===== src/rtl/seg_scan_driver.sv =====
// Multiplexed seven-segment scanner with double-buffered, frame-synchronous display update.
// Optional leading-zero blanking is compiled in with macro SEG_SCAN_LZB_EN.
module seg_scan_driver #(
  parameter int NDIG           = 4,
  parameter int PRESCALE       = 12000,
  parameter int DEAD           = 16,
  parameter bit SEG_ACTIVE_LOW = 1'b0,
  parameter bit DIG_ACTIVE_LOW = 1'b1
) (
  input  logic              CLK,
  input  logic              RSTN,
  input  logic [4*NDIG-1:0] DATA,
  input  logic [NDIG-1:0]   DP,
  input  logic              LOAD,
  output logic [7:0]        SEG,
  output logic [NDIG-1:0]   AN,
  output logic              UPDATED
);

  localparam int CW = $clog2(PRESCALE);
  localparam int IW = (NDIG > 1) ? $clog2(NDIG) : 1;
  localparam logic [CW-1:0]   CNT_MAX = CW'(PRESCALE - 1);
  localparam logic [IW-1:0]   IDX_MAX = IW'(NDIG - 1);
  localparam logic [7:0]      SEG_OFF = SEG_ACTIVE_LOW ? 8'hFF : 8'h00;
  localparam logic [NDIG-1:0] AN_OFF  = DIG_ACTIVE_LOW ? {NDIG{1'b1}} : {NDIG{1'b0}};

  function automatic logic [6:0] glyph(input logic [3:0] nib);
    logic [6:0] g;
    case (nib)
      4'h0: g = 7'h3F;  4'h1: g = 7'h06;  4'h2: g = 7'h5B;  4'h3: g = 7'h4F;
      4'h4: g = 7'h66;  4'h5: g = 7'h6D;  4'h6: g = 7'h7D;  4'h7: g = 7'h07;
      4'h8: g = 7'h7F;  4'h9: g = 7'h6F;  4'hA: g = 7'h77;  4'hB: g = 7'h7C;
      4'hC: g = 7'h39;  4'hD: g = 7'h5E;  4'hE: g = 7'h79;  default: g = 7'h71;
    endcase
    return g;
  endfunction

  logic [CW-1:0]     cnt_p0;
  logic [IW-1:0]     idx_p0;
  logic [4*NDIG-1:0] pend_data;
  logic [NDIG-1:0]   pend_dp;
  logic              pend_flag;
  logic [4*NDIG-1:0] disp_data;
  logic [NDIG-1:0]   disp_dp;
  logic              frame_end;

  assign frame_end = (cnt_p0 == CNT_MAX) && (idx_p0 == IDX_MAX);

  // Stage p0: slot counter and digit index
  always_ff @(posedge CLK or negedge RSTN) begin
    if (!RSTN) begin
      cnt_p0 <= '0;
      idx_p0 <= '0;
    end else if (cnt_p0 == CNT_MAX) begin
      cnt_p0 <= '0;
      idx_p0 <= (idx_p0 == IDX_MAX) ? '0 : idx_p0 + 1'b1;
    end else begin
      cnt_p0 <= cnt_p0 + 1'b1;
    end
  end

  // A LOAD on the frame boundary bypasses the pending buffer entirely
  always_ff @(posedge CLK or negedge RSTN) begin
    if (!RSTN) begin
      pend_data <= '0;
      pend_dp   <= '0;
      pend_flag <= 1'b0;
      disp_data <= '0;
      disp_dp   <= '0;
      UPDATED   <= 1'b0;
    end else begin
      UPDATED <= 1'b0;
      if (frame_end && LOAD) begin
        disp_data <= DATA;
        disp_dp   <= DP;
        pend_flag <= 1'b0;
        UPDATED   <= 1'b1;
      end else if (frame_end && pend_flag) begin
        disp_data <= pend_data;
        disp_dp   <= pend_dp;
        pend_flag <= 1'b0;
        UPDATED   <= 1'b1;
      end else if (LOAD) begin
        pend_data <= DATA;
        pend_dp   <= DP;
        pend_flag <= 1'b1;
      end
    end
  end

  logic [3:0]      nib;
  logic            in_dead;
  logic [6:0]      seg_glyph;
  logic [7:0]      seg_n;
  logic [NDIG-1:0] an_n;

`ifdef SEG_SCAN_LZB_EN
  logic blank;
  always_comb begin
    blank = 1'b0;
    if (idx_p0 != '0)
      blank = ((disp_data >> {idx_p0, 2'b00}) == '0);
  end
`endif

  always_comb begin
    nib       = disp_data[{idx_p0, 2'b00} +: 4];
    in_dead   = (int'(cnt_p0) < DEAD);
    seg_glyph = glyph(nib);
`ifdef SEG_SCAN_LZB_EN
    if (blank)
      seg_glyph = 7'h00;
`endif
    seg_n = 8'h00;
    an_n  = '0;
    if (!in_dead) begin
      seg_n = {disp_dp[idx_p0], seg_glyph};
      an_n  = NDIG'(1) << idx_p0;
    end
  end

  // Stage p1: registered outputs, polarity applied here only
  always_ff @(posedge CLK or negedge RSTN) begin
    if (!RSTN) begin
      SEG <= SEG_OFF;
      AN  <= AN_OFF;
    end else begin
      SEG <= seg_n ^ SEG_OFF;
      AN  <= an_n ^ AN_OFF;
    end
  end

endmodule


===== config.mk =====
export PLATFORM = sky130hd
export DESIGN_NAME = seg_scan_driver
export DESIGN_NICKNAME = d
export VERILOG_FILES = /design/src/rtl/seg_scan_driver.sv
export SDC_FILE = /design/constraint.sdc
export NUM_CORES = 1
export LEC_CHECK = 0
export BUFFER_PORTS_ARGS = -buffer_cell sky130_fd_sc_hd__buf_2
export CAP_MARGIN = 0
export CELL_PAD_IN_SITES_DETAIL_PLACEMENT = 0
export CELL_PAD_IN_SITES_GLOBAL_PLACEMENT = 1
export CORE_MARGIN = 5
export CORE_UTILIZATION = 51
export DETAILED_ROUTE_END_ITERATION = 16
export PLACE_DENSITY_LB_ADDON = 0.1
export SYNTH_ARGS = -nofsm -noshare
export SYNTH_HDL_FRONTEND = slang
export SYNTH_SLANG_ARGS = --single-unit
export TNS_END_PERCENT = 100

===== constraint.sdc =====
create_clock -name CLK -period 3.4 [get_ports CLK]
set_input_delay 0.68 -clock CLK [delete_from_list [all_inputs] [get_ports CLK]]
set_output_delay 0.68 -clock CLK [all_outputs]
set_load 0.02 [all_outputs]

==> impl_summary.log, run 1 <==
INFO  metric outcome = complete, no violations
INFO  metric type_of_the_worst_min_delay_path = primary input to asynchronous set/reset pin
INFO  metric worst_path_dominant_cell_family = simple AND/OR/NAND/NOR gates
INFO  metric filler_cell_count = 588
INFO  metric power.combinational.fraction = 0.067
INFO  metric area_growth_syn_to_layout = 12.0%
INFO  metric worstMarginPinSlew = 0.812 ns
INFO  metric route.detailed.vias_per_inst = 5.52
INFO  metric p_sw = 0.368 mW
INFO  metric postCtsHoldBufs = 0
INFO  metric final_nets = 353
INFO  metric setup_repair_after_global_routing_missed_its_margin = false
INFO  metric htreeDepth = 3
INFO  metric drv.max_cap_violation_count = 0
INFO  metric highest_count_cells_in_the_layout_ignoring_fill_and_taps = dfrtp_1, buf_2, nand2b_1, mux2i_1, mux2_1
INFO  metric die-height = 92.5 um
INFO  metric clock_tree.root_cell = clkbuf_8
INFO  metric routed_wl = 6.34 mm
INFO  metric placement_rows = 30
INFO  metric design.die.area = 8560 um2
INFO  metric yosys_warnings = 0
INFO  metric gr-usage-all-layers = 0.165
INFO  metric worst_skew_pair.late_latency = 0.34 ns
INFO  metric worst_ep_required_time = 3.67 ns
INFO  metric leakagePower = 1.72 nW
INFO  metric detailedPlacementHpwl = 4.36 mm
INFO  metric setup_viol_count_final = 0
INFO  metric first_iter_violations = 68
INFO  metric boundary_pins = 36
INFO  metric vdd_drop_max = 236 uV
INFO  metric net_count_after_synthesis = 318
INFO  metric syn-instance-count = 285
INFO  metric timing.final.hold_violations = 0
INFO  metric clkSinkCount = 70
INFO  metric seqPwrFrac = 0.556
INFO  metric synth-seq-cells = 70
INFO  metric final.setup_skew = 0.00772 ns
INFO  metric critical_path_arrival = 2.59 ns
INFO  metric synth-adder-area-share = 0.0360
INFO  metric worst_path_buffer_plus_inverter_count = 1
INFO  metric timing.critical_path.fanout_max = 14
INFO  metric cp-start-kind = flop
INFO  metric effective_utilization_at_floorplan = 0.517
INFO  metric antenna_cells_inserted = 0
INFO  metric post-cts-setup-buffer-count = 0
INFO  metric detail_route.drc_violations = 0
INFO  metric net_switching_fraction_of_the_power = 0.236
INFO  metric share_of_synthesized_registers_carrying_an_async_set_or_reset = 1.00
INFO  metric final.hold.worst_slack = 0.412 ns
INFO  metric vias = 2234
INFO  metric maximum_buffer_depth_of_the_clock_tree = 2
INFO  metric chipWidth = 92.5 um
INFO  metric synth_sequential_area_ratio = 0.506
INFO  metric routed_antenna_nets = 0
INFO  metric placeableCoreArea = 6720 um2
INFO  metric place.detailed.instances = 389
INFO  metric firstDrtPassIters = 4
INFO  metric worstSetupEndpointType = flop
INFO  metric shortest_clock_period_the_worst_path_allows_after_layout = 2.32 ns
INFO  metric clkSlewWorstSetupHoldPaths = 0.07 ns
INFO  metric place.gp.congestion = 0.828
INFO  metric slew_headroom = 0.458
INFO  metric cpPeakStageDelay = 0.65 ns
INFO  metric cts_tree = yes
INFO  metric synth.distinct_cells = 45
INFO  metric routed_wire_per_std_cell = 15.6 um
INFO  metric grt_first_pass_wirelength = 11.1 mm
INFO  metric synth_simple_gate_area_frac = 0.134
INFO  metric synth_ff_type = dfrtp_1
INFO  metric io_buffer_count = 35
INFO  metric synth_area_in_compound_gates = 0.120
INFO  metric core_utilization_of_the_finished_layout = 0.579
INFO  metric synthXorXnorAreaFrac = 0.0227
INFO  metric syn_area_per_cell = 12.2 um2
INFO  metric synth_enable_flop_cells = 0
INFO  metric worstPathCellList = or3_1, nor4_4, and3b_1, buf_4, a2bb2oi_2
INFO  metric critical_path_start_end_classification = flop to flop
INFO  metric synth_top_family_by_area = multiplexers
INFO  metric timing_max_transition_violations_final = 0
INFO  metric grt_pass1_vias = 2209
INFO  metric cts_buf_count = 9
INFO  metric ratio_of_cells_with_drive_above_1_in_the_final_layout = 0.258
INFO  metric critPathSlowestCell = and3b_1
INFO  metric final_common_cell = dfrtp_1
INFO  metric overflow = 0
INFO  metric min_period_over_period = 0.682
INFO  metric power_density = 400 nW/um2
INFO  metric antenna_violations_before_repair = 0
INFO  metric synth_area = 3470 um2
INFO  metric grt_start_max_net_pins = 39
INFO  metric muxShareOfSynthArea = 0.147
INFO  metric stdcell_count = 405
INFO  metric clock.fmax = 0.432 GHz
INFO  metric clock_power_share = 0.377
INFO  metric timing.setup.tns = 0 ns
INFO  metric post_cts_resized = 0
INFO  metric internal-power = 1.19 mW
-- cells in the mapped netlist (all sizes together), types with 5 or more instances --
cell type  number  area [um2]
mux2           21         236
a2bb2oi        16         196
nand2           8        30.0
mux2i          16         160
inv            11        41.3
nand3          13        65.1
clkbuf          9        33.8
nor3            5        25.0
mux4            5         113
and2            7        43.8
nand2b         16         100
buf             7        46.3
xnor2           6        52.6
ha             10         125
nand4           7        43.8
nor2           13        48.8
dfrtp          66        1650
o21ai           6        30.0
-- flip-flops by register name, indices dropped and copies added, names as in the netlist --
| register | flops |
|---|---|
| cnt_p0 | 14 |
| SEG | 8 |
| pend_flag | 1 |
| UPDATED | 1 |
| pend_data | 16 |
| pend_dp | 4 |
| idx_p0 | 2 |
| disp_data | 16 |
| AN | 4 |
| disp_dp | 4 |
-- worst register-to-register path: cells and delay by family (launching register included) --
family	cells	cell delay, ns
flops	1	0.41
compound gates	1	0.12
simple gates	3	1.46
buf+inv	1	0.26
-- per-layer routing --
metal  vias to the layer above  GRT usage  wire length, um
met5                         -          0                0
met4                         0     0.0594              104
met3                         7     0.0439              202
met2                        33      0.248             2940
met1                      1088      0.230             3090
li1                       1106          -                -
-- path summary, 6_finish.rpt --
| path | startpoint | end | slack, ns | cells after the start |
|---|---|---|---|---|
| max in group asynchronous | RSTN | AN[3] | 2.26 | 2 |
| worst min register to register | pend_data[4] | pend_data[4] | 0.48 | 1 |
| worst min-delay path | RSTN | SEG[3] | 0.41 | 1 |
| worst max-delay path | cnt_p0[12] | disp_data[15] | 1.08 | 5 |
| worst max register to register | cnt_p0[12] | disp_data[15] | 1.08 | 5 |
| min in group CLK | pend_data[4] | pend_data[4] | 0.48 | 1 |
-- cell type report --
cell class / count / area, um2 / area share
flip-flops and latches: 70 / 1760 / 0.452
multi-input cells: 188 / 1600 / 0.411
repair buffers: 40 / 225 / 0.0579
clock buffers: 12 / 145 / 0.0373
well taps: 80 / 100 / 0.0257
inverters: 11 / 41.3 / 0.0106
clock inverters: 4 / 22.5 / 0.00579
-- kinds of logic (layout without fill, tap and decap cells) --
group / Yosys count / after routing
simple gates: 83 / 83
flops: 70 / 70
compound gates: 44 / 44
mux: 42 / 42
buf+inv: 27 / 67
fa+ha+maj: 10 / 10
xor+xnor: 9 / 9
-- stage by stage --
stage,power (mW),worst slack [ns],area (um2)
final,1.56,1.08,3890
after global routing,1.64,0.824,3890
after CTS,1.58,1.06,3890
after detailed placement,0.989,1.07,3720
after global placement,0.986,1.13,3720
after floorplan,0.939,1.40,3470
-- power groups by stage --
stage | logic [mW] | clock network, mW | registers, mW
final | 0.105 | 0.587 | 0.865
after global placement | 0.107 | 0 | 0.880
after CTS | 0.108 | 0.603 | 0.865
after global routing | 0.119 | 0.649 | 0.868
after detailed placement | 0.108 | 0 | 0.881
after floorplan | 0.0612 | 0 | 0.878
Power figures use the tool's default switching activity.
==> run 2: changes to the inputs <==
--- a/config.mk
+++ b/config.mk
@@ -10,7 +10,7 @@
 export CELL_PAD_IN_SITES_DETAIL_PLACEMENT = 0
 export CELL_PAD_IN_SITES_GLOBAL_PLACEMENT = 1
 export CORE_MARGIN = 5
-export CORE_UTILIZATION = 51
+export CORE_UTILIZATION = 47
 export DETAILED_ROUTE_END_ITERATION = 16
 export PLACE_DENSITY_LB_ADDON = 0.1
 export SYNTH_ARGS = -nofsm -noshare
==> constraint.sdc (replaced) <==
create_clock -name CLK -period 2.21 [get_ports CLK]
set_input_delay 0.442 -clock CLK [delete_from_list [all_inputs] [get_ports CLK]]
set_output_delay 0.442 -clock CLK [all_outputs]
set_load 0.02 [all_outputs]
==> run 2 against run 1 <==
Compared with the run above:
- total power increased by 51%
- sequential cell count unchanged
- sequential share of layout area decreased by 0.95 points
- final cell count increased by 6.2%
- clock power increased by 47%
- core utilization decreased by 2.8 points
- combinational power increased by 54%
- die area increased by 7.6%
- sequential power increased by 54%
- fmax increased by 14%
- first-iteration DRC count decreased by 26%
==> impl_summary.log, run 2 (synthesized netlist as in run 1, its figures left out) <==
INFO  metric chipWidth = 96.0 um (+3.7%)
INFO  metric worst_skew_pair.late_latency = 0.34 ns (about the same)
INFO  metric clock_tree.root_cell = clkbuf_8
INFO  metric final_common_cell = dfrtp_1
INFO  metric power_density = 593 nW/um2 (+48%)
INFO  metric maximum_buffer_depth_of_the_clock_tree = 2 (unchanged)
INFO  metric worstMarginPinSlew = 0.460 ns (-0.353 ns)
INFO  metric clkSinkCount = 70 (unchanged)
INFO  metric timing.setup.tns = 0 ns (unchanged)
INFO  metric stdcell_count = 430 (+6.2%)
INFO  metric min_period_over_period = 0.922 (+0.240)
INFO  metric drv.max_cap_violation_count = 0 (unchanged)
INFO  metric first_iter_violations = 50 (-26%)
INFO  metric post_cts_resized = 0 (unchanged)
INFO  metric cts_buf_count = 9 (unchanged)
INFO  metric clkSlewWorstSetupHoldPaths = 0.07 ns (about the same)
INFO  metric antenna_cells_inserted = 0 (unchanged)
INFO  metric post-route-cell-area = 3970 um2 (+2.2%)
INFO  metric worstSetupEndpointType = flop
INFO  metric leakagePower = 1.76 nW (+2.3%)
INFO  metric vdd_drop_max = 270 uV (+14%)
INFO  metric grt_first_pass_wirelength = 11.3 mm (+2.0%)
INFO  metric area_growth_syn_to_layout = 14.4%
INFO  metric critical_path_arrival = 2.26 ns (-0.33 ns)
INFO  metric htreeDepth = 3 (unchanged)
INFO  metric final_nets = 361 (+2.3%)
INFO  metric effective_utilization_at_floorplan = 0.481 (-0.0355)
INFO  metric routed_wl = 6.56 mm (+3.5%)
INFO  metric detail_route.drc_violations = 0 (unchanged)
INFO  metric final.setup_skew = 0.00864 ns (+0.000924 ns)
INFO  metric boundary_pins = 36 (unchanged)
INFO  metric ratio_of_cells_with_drive_above_1_in_the_final_layout = 0.272 (+0.0134)
INFO  metric worst_ep_required_time = 2.44 ns (-1.23 ns)
INFO  metric r2r-start = idx_p0[0]
INFO  metric timing.final.hold_violations = 0 (unchanged)
INFO  metric reg.largest.list = disp_data (16), pend_data (16), cnt_p0 (14)
INFO  metric fin_total_pwr = 2.36 mW (+51%)
INFO  metric placed_area = 3820 um2 (+2.6%)
INFO  metric core_utilization_of_the_finished_layout = 0.551 (-0.0281)
INFO  metric grt_start_max_net_pins = 32 (-18%)
INFO  metric post-cts-setup-buffer-count = 0 (unchanged)
INFO  metric pre_cts_ws = 0.163 ns (-0.903 ns)
INFO  metric gr-usage-all-layers = 0.161 (-0.00362)
INFO  metric die-height = 96.0 um (+3.7%)
INFO  metric timing_max_transition_violations_final = 0 (unchanged)
INFO  metric setup_viol_count_final = 0 (unchanged)
INFO  metric type_of_the_worst_min_delay_path = primary input to asynchronous set/reset pin
INFO  metric place.gp.congestion = 0.830 (+0.24%)
INFO  metric io_buffer_count = 35 (unchanged)
INFO  metric firstDrtPassIters = 4 (unchanged)
INFO  metric critical_path_start_end_classification = flop to flop
INFO  metric grt_pass1_vias = 2376 (+7.6%)
INFO  metric place.detailed.instances = 416 (+6.9%)
INFO  metric timing.final.ws_setup = 0.173 ns (-0.910 ns)
INFO  metric final.hold.worst_slack = 0.0195 ns (-0.392 ns)
INFO  metric setup_repair_after_global_routing_missed_its_margin = false
INFO  metric slew_headroom = 0.691 (+0.232)
INFO  metric detailedPlacementHpwl = 4.75 mm (+9.0%)
INFO  metric timing.reg2reg.setup_slack = 0.17 ns (-0.91 ns)
INFO  metric design.die.area = 9210 um2 (+7.6%)
INFO  metric overflow = 0 (unchanged)
INFO  metric worstReg2RegEnd = SEG[0]
INFO  metric routed_wire_per_std_cell = 15.3 um (-2.5%)
INFO  metric cp-start-kind = flop
INFO  metric clock.fmax = 0.491 GHz (+14%)
INFO  metric route.detailed.vias_per_inst = 5.30 (-3.9%)
INFO  metric routed_antenna_nets = 0 (unchanged)
INFO  metric timing.critical_path.fanout_max = 5 (-9)
INFO  metric shortest_clock_period_the_worst_path_allows_after_layout = 2.04 ns (-0.280 ns)
INFO  metric antenna_violations_before_repair = 0 (unchanged)
INFO  metric postCtsHoldBufs = 0 (unchanged)
INFO  metric outcome = complete, no violations
INFO  metric placeableCoreArea = 7210 um2 (+7.4%)
INFO  metric cts_tree = yes
INFO  metric vias = 2280 (+2.1%)
INFO  metric timing.reg2reg.worst_path_depth = 6 (+1)
INFO  metric placement_rows = 31 (+3.3%)
INFO  metric highest_count_cells_in_the_layout_ignoring_fill_and_taps = dfrtp_1, buf_2, nand2b_1, mux2i_1, mux2_1
[run 2: final cells by class]
type / count / area [um2]
clock buffers: 12 / 145
clock inverters: 2 / 10.0
fillers: 728 / 3240
inverters: 11 / 41.3
multi-input cells: 188 / 1600
flip-flops and latches: 70 / 1760
well taps: 99 / 124
repair buffers: 48 / 298
[run 2: routing by layer]
layer | up-vias | global-route usage | routed length [um]
met1 | 1125 | 0.207 | 3060
met2 | 29 | 0.262 | 3160
met5 | - | 0 | 0
met3 | 9 | 0.0430 | 234
li1 | 1117 | - | -
met4 | 0 | 0.0604 | 111
[run 2: worst max-delay path by stage]
stage	startpoint	to	slack, ns	cells past startpoint
floorplan	cnt_p0[12]	pend_data[10]	0.21	5
global placement	idx_p0[0]	SEG[0]	0.17	6
detailed placement	idx_p0[0]	SEG[0]	0.16	6
CTS	idx_p0[0]	SEG[0]	0.16	6
global route	cnt_p0[12]	disp_data[7]	0.04	6
finish	idx_p0[0]	SEG[0]	0.17	6
[run 2: worst max-delay path: stages (launching register included)]
cell and delay (ns):
dfrtp_1 0.50, mux4_2 0.61, inv_1 0.13, ha_1 0.21, inv_1 0.06, and3_1 0.14, o31a_1 0.28
[run 2: where the power goes]
part | total [mW] | switching, mW | internal (mW) | leakage (nW)
clock network | 0.864 | 0.441 | 0.423 | 0.0821
registers | 1.33 | 0.0136 | 1.32 | 0.841
logic | 0.162 | 0.0822 | 0.0795 | 0.840
